===== src/rtl/tt_um_jimktrains_vslc_timer_seq.sv =====
// Step sequencer for a VSLC timer: plays a table of (period_a, period_b, repeat) steps.
// Optional step_pulse output is built when VSLC_TIMER_SEQ_STEP_PULSE_EN is defined.
module tt_um_jimktrains_vslc_timer_seq #(
   parameter  int STEPS = 4,
   parameter  int PW    = 10,
   parameter  int RW    = 8,
   localparam int AW    = $clog2(STEPS)
) (
   input  logic          clk,
   input  logic          rst,
   input  logic          cfg_we,
   input  logic [AW-1:0] cfg_addr,
   input  logic [PW-1:0] cfg_period_a,
   input  logic [PW-1:0] cfg_period_b,
   input  logic [RW-1:0] cfg_repeat,
   input  logic          cfg_last,
   input  logic          start,
   input  logic          stop,
   input  logic          loop_en,
   input  logic          timer_output,
   output logic [PW-1:0] timer_period_a,
   output logic [PW-1:0] timer_period_b,
   output logic          timer_enabled,
   output logic [AW-1:0] step_idx,
   output logic          busy,
   output logic          done
`ifdef VSLC_TIMER_SEQ_STEP_PULSE_EN
   ,
   output logic          step_pulse
`endif
);

   typedef enum logic [1:0] {S_IDLE, S_LOAD, S_RUN} state_t;

   state_t        state_q, state_d;
   logic [AW-1:0] step_idx_q, step_idx_d;
   logic [RW-1:0] cnt_q, cnt_d;
   logic [PW-1:0] per_a_q, per_a_d, per_b_q, per_b_d;
   logic          enabled_q, enabled_d;
   logic          done_q, done_d;
   logic          pulse_q, pulse_d;
   logic          prev_q;

   logic [PW-1:0] tbl_a_q    [STEPS];
   logic [PW-1:0] tbl_a_d    [STEPS];
   logic [PW-1:0] tbl_b_q    [STEPS];
   logic [PW-1:0] tbl_b_d    [STEPS];
   logic [RW-1:0] tbl_rep_q  [STEPS];
   logic [RW-1:0] tbl_rep_d  [STEPS];
   logic          tbl_last_q [STEPS];
   logic          tbl_last_d [STEPS];

   logic          edge_w;
   logic [RW-1:0] rep_eff;
   logic          step_end;
   logic          at_end;

   assign edge_w   = timer_output & ~prev_q;
   assign rep_eff  = (tbl_rep_q[step_idx_q] == '0) ? RW'(1) : tbl_rep_q[step_idx_q];
   assign step_end = (state_q == S_RUN) && edge_w &&
                     (({1'b0, cnt_q} + (RW+1)'(1)) >= {1'b0, rep_eff});
   assign at_end   = tbl_last_q[step_idx_q] || (step_idx_q == AW'(STEPS - 1));

   always_comb begin
      for (int i = 0; i < STEPS; i++) begin
         tbl_a_d[i]    = tbl_a_q[i];
         tbl_b_d[i]    = tbl_b_q[i];
         tbl_rep_d[i]  = tbl_rep_q[i];
         tbl_last_d[i] = tbl_last_q[i];
      end
      if (cfg_we) begin
         tbl_a_d[cfg_addr]    = cfg_period_a;
         tbl_b_d[cfg_addr]    = cfg_period_b;
         tbl_rep_d[cfg_addr]  = cfg_repeat;
         tbl_last_d[cfg_addr] = cfg_last;
      end
   end

   // State register and all other flops
   always_ff @(posedge clk or posedge rst) begin
      if (rst) begin
         state_q    <= S_IDLE;
         step_idx_q <= '0;
         cnt_q      <= '0;
         per_a_q    <= '0;
         per_b_q    <= '0;
         enabled_q  <= 1'b0;
         done_q     <= 1'b0;
         pulse_q    <= 1'b0;
         prev_q     <= 1'b0;
         for (int i = 0; i < STEPS; i++) begin
            tbl_a_q[i]    <= '0;
            tbl_b_q[i]    <= '0;
            tbl_rep_q[i]  <= '0;
            tbl_last_q[i] <= 1'b0;
         end
      end else begin
         state_q    <= state_d;
         step_idx_q <= step_idx_d;
         cnt_q      <= cnt_d;
         per_a_q    <= per_a_d;
         per_b_q    <= per_b_d;
         enabled_q  <= enabled_d;
         done_q     <= done_d;
         pulse_q    <= pulse_d;
         prev_q     <= timer_output;
         for (int i = 0; i < STEPS; i++) begin
            tbl_a_q[i]    <= tbl_a_d[i];
            tbl_b_q[i]    <= tbl_b_d[i];
            tbl_rep_q[i]  <= tbl_rep_d[i];
            tbl_last_q[i] <= tbl_last_d[i];
         end
      end
   end

   // Next state: stop beats step-end, and start is only honoured from IDLE
   always_comb begin
      state_d    = state_q;
      step_idx_d = step_idx_q;
      if (stop) begin
         state_d = S_IDLE;
      end else begin
         case (state_q)
            S_IDLE: if (start) begin
               state_d    = S_LOAD;
               step_idx_d = '0;
            end
            S_LOAD: state_d = S_RUN;
            S_RUN: if (step_end) begin
               if (!at_end) begin
                  state_d    = S_LOAD;
                  step_idx_d = step_idx_q + AW'(1);
               end else if (loop_en) begin
                  state_d    = S_LOAD;
                  step_idx_d = '0;
               end else begin
                  state_d = S_IDLE;
               end
            end
            default: state_d = S_IDLE;
         endcase
      end
   end

   // Registered outputs; periods are snapshotted on the way into LOAD
   always_comb begin
      per_a_d   = per_a_q;
      per_b_d   = per_b_q;
      cnt_d     = cnt_q;
      enabled_d = (state_d == S_RUN);
      done_d    = (state_q == S_RUN) && (state_d == S_IDLE) && !stop;
      pulse_d   = (state_q == S_RUN) && (state_d == S_LOAD);
      if (state_d == S_LOAD) begin
         per_a_d = tbl_a_q[step_idx_d];
         per_b_d = tbl_b_q[step_idx_d];
         cnt_d   = '0;
      end else if ((state_q == S_RUN) && edge_w && (cnt_q != '1)) begin
         cnt_d = cnt_q + RW'(1);
      end
   end

   assign timer_period_a = per_a_q;
   assign timer_period_b = per_b_q;
   assign timer_enabled  = enabled_q;
   assign step_idx       = step_idx_q;
   assign busy           = (state_q != S_IDLE);
   assign done           = done_q;
`ifdef VSLC_TIMER_SEQ_STEP_PULSE_EN
   assign step_pulse     = pulse_q;
`else
   logic unused_pulse;
   assign unused_pulse   = pulse_q;
`endif

endmodule

===== config.mk =====
export PLATFORM = sky130hd
export DESIGN_NAME = tt_um_jimktrains_vslc_timer_seq
export DESIGN_NICKNAME = d
export VERILOG_FILES = /design/src/rtl/tt_um_jimktrains_vslc_timer_seq.sv
export SDC_FILE = /design/constraint.sdc
export NUM_CORES = 1
export LEC_CHECK = 0
export ABC_AREA = 1
export CORE_ASPECT_RATIO = 0.5
export CORE_MARGIN = 2
export CORE_UTILIZATION = 25
export DETAILED_ROUTE_END_ITERATION = 7
export GPL_TIMING_DRIVEN = 0
export PLACE_DENSITY = 0.48
export SYNTH_ARGS = -nofsm -noshare
export SYNTH_HDL_FRONTEND = slang
export SYNTH_SLANG_ARGS = --single-unit

===== constraint.sdc =====
create_clock -name clk -period 4.2 [get_ports clk]
set_input_delay 0.42 -clock clk [delete_from_list [all_inputs] [get_ports clk]]
set_output_delay 0.42 -clock clk [all_outputs]
set_load 0.01 [all_outputs]

* Yosys cells after proc, flatten, opt, wreduce, memory -nomap -nowiden
Cells that the tools add are included.
Word-level totals: flip-flop bits (word level) 151, output and inout port bits 25, logic and storage cells 93
Operators by class: mux-type cells 37, reduce and logical (&&, ||, !) cells 13, eq/ne operators 6, bitwise operators 5, $add $sub $neg 3, $lt $le $gt $ge 5
Operators by type and width (number):
- 40-bit bitwise mux | 2
- 10-bit two-way mux | 5
- 8-bit two-way mux | 6
- 10-bit binary-select mux with 2-bit select | 2
- 32-bit bitwise mux | 1
- 10-bit demux with 2-bit select | 1
- 8-bit binary-select mux with 2-bit select | 1
- 8-bit demux with 2-bit select | 1
- 2-bit two-way mux | 8
- 8-bit by 1-bit adder with 9-bit output (second input constant) | 1
- 3-bit >= comparator (second input constant) | 3
- 9-bit by 8-bit >= comparator with 1-bit output | 1
- 2-bit NOT with 3-bit output | 3
- 8-bit by 1-bit adder with 8-bit output (second input constant) | 1
- 8-bit logical NOT | 1
- 8-bit inequality test (second input constant) | 1
- 2-bit equality test (second input constant) | 3
- 1-bit logical AND | 6
- 2-bit case mux with 3 select lines | 1
- 1-bit two-way mux | 5
- 4-bit bitwise mux | 1
- 2-bit by 1-bit equality test with 1-bit output (second input constant) | 2
- 2-bit logical NOT | 2
- 2-bit case mux with 2 select lines | 1
- 9 further kinds | 10

* Depth between registers and ports, before layout
Gate-level depths: netlist (run 1).
word-level depth 15, depth in mapped cells 29

* Least setup slack after synthesis (run 1)
Ideal clock, no wire load.
kind reg-to-reg, from reg step_idx_q[0], in the netlist step_idx[0], to reg per_b_q[6], in the netlist timer_period_b[6], arrival time 2.993 ns, stages on the path, launching flop included 28, library setup time 0.116 ns, period minus slack after synthesis 3.110 ns, path slack 1.090 ns, buffers on the path 3, path through dfrtp_1 inv_1 clkbuf_1 clkbuf_1 nand2_1 a32o_1 nand4_1 o21ai_0 ha_1 inv_1 nand2_1 nand2_1 nand3_1 nand2_1 nand2_1 nand2_1 nand2_2 nand2_4 nand2_1 nand3_1 nand2_1 nand2_2 buf_2 nand3_1 nand3_2 nand2_1 nand2_1 nand2_1
On the way: word-level cells in the longest chain between the ends 15
Ends and longest elaborated chain:
- from (decl) | line 36 | logic [AW-1:0] step_idx_q, step_idx_d;
- from (signal assigned) | line 99 | step_idx_q <= step_idx_d;
- 2-bit NOT with 3-bit output (implied by the code) | line 59, 62
- 8-bit binary-select mux with 2-bit select | line 59 | assign rep_eff = (tbl_rep_q[step_idx_q] == '0) ? RW'(1) : tbl_rep_q[step_idx_q];
- 8-bit two-way mux (implied by the code) (2 in a row) | line 59
- 8-bit logical NOT | line 59
- 8-bit two-way mux | line 59
- 9-bit by 8-bit >= comparator with 1-bit output | line 61 | (({1'b0, cnt_q} + (RW+1)'(1)) >= {1'b0, rep_eff});
- 1-bit logical AND | line 60 | assign step_end = (state_q == S_RUN) && edge_w &&
- 2-bit two-way mux | line 129 | S_RUN: if (step_end) begin
- 2-bit case mux with 2 select lines | line 123 | case (state_q)
- 2-bit two-way mux | line 120 | if (stop) begin
- 2-bit NOT with 3-bit output (implied by the code) | line 155 | per_b_d = tbl_b_q[step_idx_d];
- 10-bit binary-select mux with 2-bit select | line 155
- 10-bit two-way mux (implied by the code) (2 in a row) | line 155
- to (signal assigned) | line 102 | per_b_q <= per_b_d;
- to (decl) | line 38 | logic [PW-1:0] per_a_q, per_a_d, per_b_q, per_b_d;
Parallel ways exist; a longest one is shown, timed or not. The select of a mux whose other input is x is not followed. A chain may end at the register's enable or synchronous reset.

* Worst setup path after layout (run 1)
from reg step_idx_q[1], in the netlist step_idx[1], to reg per_a_q[1], in the netlist timer_period_a[1]
On the way: word-level cells in the longest chain between the ends 15
Ends and longest elaborated chain:
- 2-bit NOT with 3-bit output (implied by the code) | line 59, 62
- 8-bit binary-select mux with 2-bit select | line 59
- 8-bit two-way mux (implied by the code) (2 in a row) | line 59
- 8-bit logical NOT | line 59
- 8-bit two-way mux | line 59
- 9-bit by 8-bit >= comparator with 1-bit output | line 61
- 1-bit logical AND | line 60
- 2-bit two-way mux | line 129
- 2-bit case mux with 2 select lines | line 123
- 2-bit two-way mux | line 120
- 2-bit NOT with 3-bit output (implied by the code) | line 154 | per_a_d = tbl_a_q[step_idx_d];
- 10-bit binary-select mux with 2-bit select | line 154
- 10-bit two-way mux (implied by the code) (2 in a row) | line 154
- to (signal assigned) | line 101 | per_a_q <= per_a_d;
- to (decl) | line 38
Parallel ways exist; a longest one is shown, timed or not. The select of a mux whose other input is x is not followed.

==> results.py, run 1 <==
metrics = {
    "run_status": {
        "status": "complete, no violations",
    },
    "placement": {
        "pre_cts_ws_ns": 0.03376,
        "place_area_sq_mm": 0.008532,
        "gp_congestion": 0.7788,
        "place_inst": 1380,
        "io_buffers": 62,
        "dp_hpwl_mm": 14.77,
    },
    "global_routing": {
        "grt_overflow": 0,
        "grt_pass1_wl_mm": 34.50,
        "grt_usage_pct": 14.56,
        "antenna_found_initial": 0,
        "grt_max_degree": 42,
        "grt_pass1_vias": 6272,
    },
    "clocking": {
        "root_buffer": "clkbuf_16",
        "ctsHoldBuffers": 0,
        "cts_setup_buffers": 0,
        "clock_sinks": 151,
        "clockBufferDepth": 2,
        "cts.clk_slew.worst_paths_ns": 0.07,
        "cts_tree": "built",
        "insertion_delay_ns": 0.44,
        "h-tree-depth": 4,
        "cts_buffers": 17,
    },
    "detailed_routing": {
        "routedWlPerCell_microns": 15.09,
        "ant_nets": 0,
        "via_count": 6309,
        "drc": 0,
        "avgViaCountPerCell": 4.471,
        "drt-total-wl_mm": 21.30,
        "routed.top_layer": "met4",
        "wl_met1_mm": 10.29,
        "detail_route.first_pass.iterations": 5,
        "wl_met3_microns": 751,
        "drtIter0Drc": 452,
        "met2_length_mm": 9.802,
    },
    "critical_path": {
        "max_stage_delay_ns": 0.51,
        "cp_slowest_cell": "dfrtp_1",
        "worstPathMaxFanout": 10,
        "cp-end-kind": "flop",
        "critPathArrivalTime_ns": 4.06,
        "required_ns": 4.52,
        "cpMostUsedCell": "nand2_1",
        "cp-start-kind": "flop",
        "crit_buf_inv": 5,
        "critPathTopFamily": "simple AND/OR/NAND/NOR gates",
        "crit_type": "reg2reg",
    },
    "synthesis": {
        "synthArstFlopShare_pct": 100.0,
        "synth_commonest_cells": "nand2_1, dfrtp_1, inv_1",
        "yosysSeqAreaShare_pct": 51.35,
        "synth.most_common_cell": "nand2_1",
        "synth_edf_count": 0,
        "synth_cells": 924,
        "yosys-top-cells-area": "dfrtp_1, nand2_1, o21ai_0, inv_1, nand3_1",
        "synth_fp_nets": 972,
        "syn_area_per_cell_sq_um": 7.964,
        "synth_top_area_share_pct": 51.35,
        "ys.flop_type": "dfrtp_1",
        "synth.distinct_cells": 29,
        "synth_top_area_cell": "dfrtp_1",
        "ys_ff_latch": 151,
        "syn-cell-area_sq_mm": 0.007358,
        "ys_warn_count": 0,
    },
    "timing": {
        "fin_crit_ns": 3.735,
        "min_period_over_period_pct": 88.94,
        "grt_setup_unrepaired": "no",
        "max_slew.worst_pin.slew_ns": 0.9287,
        "layout_setup_ws_ns": 0.4646,
        "finalHoldViolations": 0,
        "maxSlewViolCount": 0,
        "setup_viol": 0,
        "finalClockSkew_ns": 0.01637,
        "slew_headroom_pct": 37.96,
        "setup_tns_ns": 0,
        "fmax_mhz": 267.7,
    },
    "job": {
        "maxCapViolCount": 0,
    },
    "floorplan": {
        "die_area_sq_mm": 0.03090,
        "die_y_microns": 125.3,
        "initial_utilization_pct": 25.41,
        "fp.dieW_microns": 246.6,
        "rows": 44,
        "pin_count": 63,
        "coreArea_sq_mm": 0.02896,
    },
    "layout": {
        "drive_gt1_share_pct": 8.137,
        "num_antenna_cells": 0,
        "fin_area_sq_mm": 0.009110,
        "final_cells": 1411,
        "num-nets-final": 1055,
        "syn_to_final_growth_pct": 23.81,
        "final_util_pct": 31.46,
    },
    "power": {
        "leakagePower_nw": 4.571,
        "ir_drop_uv": 356.5,
        "power.density_mw_per_mm2": 495.9,
    },
    "min_path": {
        "holdCritPathClass": "in2reg",
    },
}
routing by layer:
layer  GRT usage [%]  vias up
li1                -     3070
met1           19.96     3106
met2           23.20      100
met3           2.233       33
met4           5.528        0
met5               0        -
sequential cells by signal (all words and copies together) (netlist names):
name / cells
cnt_q: 8
done: 1
prev_q: 1
state_q: 2
step_idx: 2
tbl_a_q: 40
tbl_b_q: 40
tbl_last_q: 4
tbl_rep_q: 32
timer_enabled: 1
timer_period_a: 10
timer_period_b: 10
where the power goes:
| part | leakage (nW) | total (mW) | internal, mW | switching, mW |
|---|---|---|---|---|
| clock | 0.273 | 1.53 | 0.877 | 0.651 |
| sequential | 1.90 | 1.85 | 1.71 | 0.141 |
| combinational | 2.39 | 1.14 | 0.478 | 0.663 |
| total | 4.57 | 4.52 | 3.06 | 1.46 |
placed cells by master, fill, tap and decap left out, drive strengths merged:
cell,n
a21oi,15
a31oi,1
a32o,7
buf,20
bufinv,2
clkbuf,49
clkdlybuf4s50,62
clkinv,5
clkinvlp,5
dfrtp,151
ha,10
inv,139
nand2,303
nand3,104
nand4,1
nor2,10
nor3,2
o21ai,127
o22ai,1
xor2,6
cell type report:
type | count | area, sq um
Buffer | 48 | 259.0
Clock buffer | 18 | 429.2
Clock inverter | 14 | 148.9
Fill cell | 3119 | 19850
Inverter | 137 | 518.0
Multi-Input combinational cell | 587 | 2806
Sequential cell | 151 | 3779
Tap cell | 391 | 489.2
Timing Repair Buffer | 65 | 680.7
worst paths after layout:
kind | start | end | slack, ns | depth (start not counted)
setup / recovery | step_idx[1] | timer_period_a[1] | 0.46 | 27
hold / removal | timer_output | prev_q | 0.46 | 1
setup reg to reg | step_idx[1] | timer_period_a[1] | 0.46 | 27
hold reg to reg | timer_period_a[2] | timer_period_a[2] | 0.48 | 2
max in group asynchronous | rst | cnt_q[5] | 2.45 | 5
min in group asynchronous | rst | tbl_b_q[36] | 0.52 | 2
kinds of logic after synthesis:
logic type,Yosys count,share of synthesized area [%]
AOI/OAI and AO/OA,151,10.93
xor gates and xnor gates,6,0.7142
adders and majority gates,10,1.700
buffers and inverters,186,10.51
DFF,151,51.35
and+or+nand+nor,420,24.79
stage by stage:
| stage | power (mW) | hold WS [ns] |
|---|---|---|
| finish | 4.518 | 0.4631 |
| global route | 4.795 | 0.4646 |
| CTS | 4.561 | 0.4530 |
| detailed placement | 3.021 | 0.4684 |
| global placement | 2.992 | 0.4653 |
| floorplan | 2.572 | 0.4479 |
repair_timing:
action / 4_1_cts / 5_1_grt
gates cloned: 0 / 0
endpoints found under the setup margin: 1 / 22
gates resized for setup: 1 / 4
worst register-to-register path: stages, from the launching register on:
cell      delay [ns]
dfrtp_1         0.51
inv_2           0.24
clkbuf_1        0.44
o21ai_0         0.17
o22ai_1         0.16
inv_1           0.09
nand3_1         0.08
o21ai_0         0.09
ha_1            0.27
inv_1           0.05
nand2_1         0.04
nand2_1         0.06
nand3_1         0.07
nand2_1         0.07
nand2_1         0.04
nand2_1         0.06
nand2_2         0.08
nand2_4         0.08
nand2_1         0.05
nand3_1         0.09
nand2_1         0.07
nand2_2         0.14
buf_2           0.29
nand3_1         0.11
nand3_1         0.11
nand2_1         0.08
nand2_1         0.07
nand2_1         0.04
Note: power is estimated with default switching activity, not from simulation.
==> run 2: changes to the inputs <==
--- a/config.mk
+++ b/config.mk
@@ -8,10 +8,10 @@
 export ABC_AREA = 1
 export CORE_ASPECT_RATIO = 0.5
 export CORE_MARGIN = 2
-export CORE_UTILIZATION = 25
+export CORE_UTILIZATION = 35
 export DETAILED_ROUTE_END_ITERATION = 7
 export GPL_TIMING_DRIVEN = 0
-export PLACE_DENSITY = 0.48
+export PLACE_DENSITY = 0.61
 export SYNTH_ARGS = -nofsm -noshare
 export SYNTH_HDL_FRONTEND = slang
 export SYNTH_SLANG_ARGS = --single-unit
==> run 2 against run 1 <==
Effect of this change:
- sequential power is essentially flat
- wire length shrank 5.4%
- sequential cell count is the same
- critical path depth is the same
- core utilization grew 12 points
- largest cell class unchanged
==> results.py, run 2 (synthesized netlist as in run 1, its figures left out) <==
metrics = {
    "power": {
        "power_frac_clock_pct": 35.8,
        "p_sw_share_pct": 31.27,
        "ir_drop_uv": 287.3,
        "p_seq_share_pct": 39.7,
        "pwr-share-comb_pct": 24.5,
        "leakagePower_nw": 4.604,
        "power.density_mw_per_mm2": 516.3,
        "p_int_mw": 3.202,
        "switchingPower_mw": 1.457,
    },
    "detailed_routing": {
        "via_count": 6351,
        "drt-total-wl_mm": 20.15,
        "routedWlPerCell_microns": 15.57,
        "drtIter0Drc": 518,
        "avgViaCountPerCell": 4.908,
        "drc": 0,
        "detail_route.first_pass.iterations": 5,
        "ant_nets": 0,
    },
    "clocking": {
        "cts_tree": "built",
        "insertion_delay_ns": 0.43,
        "cts.clk_slew.worst_paths_ns": 0.06,
        "clock_sinks": 151,
        "clockBufferDepth": 2,
        "h-tree-depth": 4,
        "cts_setup_buffers": 0,
        "cts_resized": 0,
        "root_buffer": "clkbuf_16",
        "ctsHoldBuffers": 0,
        "cts_buffers": 17,
    },
    "floorplan": {
        "initial_utilization_pct": 35.72,
        "rows": 37,
        "die_y_microns": 106.5,
        "coreArea_sq_mm": 0.02060,
        "pin_count": 63,
        "die_area_sq_mm": 0.02227,
        "fp.dieW_microns": 209.1,
    },
    "placement": {
        "gp_congestion": 0.8460,
        "place_inst": 1262,
        "pre_cts_ws_ns": 0.1680,
        "dp_hpwl_mm": 13.80,
        "io_buffers": 62,
    },
    "critical_path": {
        "max_stage_delay_ns": 0.45,
        "cp-start-kind": "flop",
        "worstPathMaxFanout": 10,
        "cp-end-kind": "flop",
        "required_ns": 4.52,
        "cpMostUsedCell": "nand2_1",
        "crit_type": "reg2reg",
        "cp_slowest_cell": "clkbuf_1",
        "critPathArrivalTime_ns": 4.22,
    },
    "global_routing": {
        "grt_pass1_wl_mm": 32.73,
        "grt_max_degree": 42,
        "grt_usage_pct": 19.20,
        "antenna_found_initial": 0,
        "grt_overflow": 0,
        "grt_pass1_vias": 6223,
    },
    "layout": {
        "seq_area_sq_mm": 0.003779,
        "drive_gt1_share_pct": 8.129,
        "final_cells": 1294,
        "syn_to_final_growth_pct": 22.63,
        "final_util_pct": 43.80,
        "layout_commonest_cell": "nand2_1",
        "multi_input_area_sq_mm": 0.002806,
        "top_regs": "tbl_a_q (40), tbl_b_q (40), tbl_rep_q (32)",
        "fill_cells": 2047,
        "num-nets-final": 1056,
        "mostFrequentLayoutCells": "nand2_1, dfrtp_1, inv_1, o21ai_0, nand3_1",
        "num_antenna_cells": 0,
    },
    "timing": {
        "maxSlewViolCount": 0,
        "max_slew.worst_pin.slew_ns": 0.9164,
        "finalClockSkew_ns": 0.01173,
        "setup_tns_ns": 0,
        "slew_headroom_pct": 38.78,
        "setup_viol": 0,
        "fmax_mhz": 256.3,
        "min_period_over_period_pct": 92.89,
        "fin_crit_ns": 3.901,
        "finalHoldViolations": 0,
        "layout_setup_ws_ns": 0.2987,
        "grt_setup_unrepaired": "no",
        "whs_ns": 0.4685,
    },
    "min_path": {
        "holdCritPathClass": "in2reg",
    },
    "job": {
        "maxCapViolCount": 0,
    },
    "run_status": {
        "status": "complete, no violations",
    },
}
## run 2: changes by cell type in the layout (fill, tap and decap cells not counted)
cell | previous run | this run
bufinv_16 | 2 | 4
clkbuf_1 | 29 | 30
clkbuf_2 | 3 | 2
clkbuf_8 | 0 | 1
clkinv_2 | 3 | 2
clkinv_4 | 2 | 3
clkinvlp_4 | 5 | 3
## run 2: through the flow
step	power, mW	cell area [sq um]
floorplan	2.572	7362
global placement	2.974	8324
detailed placement	3.011	8384
CTS	4.682	9021
global route	4.926	9024
finish	4.659	9024
## run 2: metal layers
layer  up-vias  GRT usage (%)  part of all wire, %
li1       3076              -                    -
met1      3086          26.68                   48
met2       156          30.07                   45
met3        33          3.161                  4.6
met4         0          7.653                  2.1
met5         -              0                    0
## run 2: path summary, 6_finish.rpt
kind,from,slack (ns),to,depth (start not counted)
max in group asynchronous,rst,2.71,tbl_rep_q[12],4
worst min-delay path,timer_output,0.47,prev_q,1
worst max register to register,step_idx[0],0.30,timer_period_b[7],27
worst max-delay path,step_idx[0],0.30,timer_period_b[7],27
min in group asynchronous,rst,0.52,tbl_a_q[23],2
worst min register to register,timer_period_a[7],0.48,timer_period_a[7],2
## run 2: critical path, delay by kind of cell (launching register included)
family	cells	cell delay, ns
compound gates	2	0.36
fa+ha+maj	1	0.27
buf+inv	5	1.26
flops	1	0.44
simple gates	19	1.46
## run 2: area by class of cell
type                            instances  area share, %
Clock inverter                         14          2.191
Inverter                              137          5.740
Buffer                                 49          2.898
Multi-Input combinational cell        587          31.10
Sequential cell                       151          41.87
Timing Repair Buffer                   65          7.543
Clock buffer                           18          4.867
Tap cell                              273          3.785
## run 2: power groups by stage
stage          logic [mW]  registers (mW)  clock network, mW
2_1_floorplan       0.694            1.88                  0
3_3_place_gp         1.11            1.87                  0
3_5_place_dp         1.14            1.87                  0
4_1_cts              1.15            1.85               1.69
5_1_grt              1.29            1.88               1.75
6_report             1.14            1.85               1.67
==> run 3: changes to the inputs <==
--- a/config.mk
+++ b/config.mk
@@ -6,7 +6,7 @@
 export NUM_CORES = 1
 export LEC_CHECK = 0
 export ABC_AREA = 1
-export CORE_ASPECT_RATIO = 0.5
+export CORE_ASPECT_RATIO = 1.25
 export CORE_MARGIN = 2
 export CORE_UTILIZATION = 35
 export DETAILED_ROUTE_END_ITERATION = 7
==> run 3 against run 2 <==
Effect of this change:
- critical path depth fell by 2
- non-clock buffer count did not move
- global-route usage fell by 0.48 points
- final cell count fell by 0.15%
- worst hold slack got worse by 0.068 ns
- first-iteration DRC count rose by 9.1%
- worst setup slack improved by 0.20 ns
- combinational power barely moved
- critical endpoint is now timer_period_b[3]
==> results.py, run 3 (synthesized netlist as in run 1, its figures left out) <==
metrics = {
    "timing": {
        "maxSlewViolCount": 0,
        "grt_setup_unrepaired": "no",
        "max_slew.worst_pin.slew_ns": 0.7269,
        "setup_viol": 0,
        "fmax_mhz": 269.8,
        "layout_setup_ws_ns": 0.4940,
        "finalClockSkew_ns": 0.006545,
        "setup_tns_ns": 0,
        "min_period_over_period_pct": 88.24,
        "finalHoldViolations": 0,
        "fin_crit_ns": 3.706,
        "whs_ns": 0.4008,
        "slew_headroom_pct": 51.54,
    },
    "layout": {
        "mostFrequentLayoutCells": "nand2_1, dfrtp_1, inv_1, o21ai_0, nand3_1",
        "num-nets-final": 1056,
        "fill_cells": 2081,
        "multi_input_area_sq_mm": 0.002806,
        "syn_to_final_growth_pct": 21.75,
        "layout_commonest_cell": "nand2_1",
        "num_antenna_cells": 0,
        "drive_gt1_share_pct": 7.760,
        "top_regs": "tbl_a_q (40), tbl_b_q (40), tbl_rep_q (32)",
        "final_cells": 1292,
        "final_util_pct": 43.19,
        "seq_area_sq_mm": 0.003779,
    },
    "critical_path": {
        "cpMostUsedCell": "nand2_1",
        "cp_slowest_cell": "dfrtp_1",
        "max_stage_delay_ns": 0.51,
        "cp-start-kind": "flop",
        "cp-end-kind": "flop",
        "required_ns": 4.51,
        "crit_type": "reg2reg",
        "critPathArrivalTime_ns": 4.02,
        "worstPathMaxFanout": 10,
    },
    "clocking": {
        "cts.clk_slew.worst_paths_ns": 0.06,
        "h-tree-depth": 4,
        "clockBufferDepth": 2,
        "cts_buffers": 17,
        "root_buffer": "clkbuf_16",
        "clock_sinks": 151,
        "ctsHoldBuffers": 0,
        "insertion_delay_ns": 0.42,
        "cts_tree": "built",
    },
    "global_routing": {
        "grt_overflow": 0,
        "grt_max_degree": 42,
        "grt_pass1_wl_mm": 32.22,
        "grt_usage_pct": 18.71,
        "grt_pass1_vias": 6056,
        "antenna_found_initial": 0,
    },
    "floorplan": {
        "pin_count": 63,
        "coreArea_sq_mm": 0.02074,
        "initial_utilization_pct": 35.47,
        "fp.dieW_microns": 133.7,
        "rows": 59,
        "die_area_sq_mm": 0.02221,
        "die_y_microns": 166.1,
    },
    "placement": {
        "pre_cts_ws_ns": -0.008648,
        "dp_hpwl_mm": 13.70,
        "place_inst": 1264,
        "io_buffers": 62,
        "gp_congestion": 0.8225,
    },
    "power": {
        "leakagePower_nw": 4.573,
        "ir_drop_uv": 299.7,
        "power.density_mw_per_mm2": 495.8,
    },
    "detailed_routing": {
        "routedWlPerCell_microns": 15.29,
        "ant_nets": 0,
        "detail_route.first_pass.iterations": 4,
        "drt-total-wl_mm": 19.76,
        "avgViaCountPerCell": 4.812,
        "drtIter0Drc": 565,
        "via_count": 6217,
        "drc": 0,
    },
    "min_path": {
        "holdCritPathClass": "in2async",
    },
    "job": {
        "maxCapViolCount": 0,
    },
    "run_status": {
        "status": "complete, no violations",
    },
}
-- run 3: changes by cell type in the layout (fill, tap and decap cells not counted) --
cell / before / now
bufinv_16: 4 / 2
buf_12: 3 / 4
clkbuf_2: 2 / 3
inv_6: 3 / 0
clkbuf_1: 30 / 31
clkinv_4: 3 / 2
-- run 3: worst max-delay path, delay by kind of cell (launching register included) --
family,cells,cell delay (ns)
compound gates,2,0.55
fa+ha+maj,1,0.27
buf+inv,4,0.98
flops,1,0.51
simple gates,18,1.29
-- run 3: worst paths after layout --
path | endpoint | slack [ns] | cells after the start | startpoint
setup / recovery | timer_period_b[3] | 0.49 | 25 | step_idx[1]
hold / removal | tbl_b_q[11] | 0.40 | 2 | rst
setup reg to reg | timer_period_b[3] | 0.49 | 25 | step_idx[1]
hold reg to reg | tbl_rep_q[21] | 0.48 | 2 | tbl_rep_q[21]
max in group asynchronous | tbl_a_q[34] | 3.01 | 4 | rst
min in group clk | tbl_rep_q[21] | 0.48 | 2 | tbl_rep_q[21]
-- run 3: what timing repair did --
item	CTS	global route
endpoints found under the setup margin	1	21
setup buffers	0	0
resized for setup	1	4
-- run 3: layout make-up --
type | instances | share of cell area, %
sequential | 151 | 42.18
multi-input combinational | 587 | 31.33
timing repair buffer | 66 | 7.821
inverter | 137 | 5.782
clock buffer | 21 | 5.028
tap | 274 | 3.827
buffer | 48 | 2.891
clock inverter | 8 | 1.145
-- run 3: metrics by stage --
step | total power, mW | area [sq um]
5_1_grt | 4.707 | 8959
4_1_cts | 4.478 | 8960
6_report | 4.442 | 8959
3_5_place_dp | 3.008 | 8406
2_1_floorplan | 2.572 | 7362
3_3_place_gp | 2.980 | 8325
-- run 3: metal layers --
layer / track usage [%] / up-vias / part of all wire, %
met1: 24.43 / 2972 / 44
met5: 0 / - / 0
li1: - / 3070 / -
met3: 3.327 / 27 / 4.4
met4: 7.678 / 0 / 2.5
met2: 30.73 / 148 / 49
-- run 3: report_power, final --
part | switching, mW | leakage, nW | internal [mW]
combinational | 0.644 | 2.40 | 0.479
clock | 0.585 | 0.265 | 0.879
sequential | 0.146 | 1.90 | 1.71
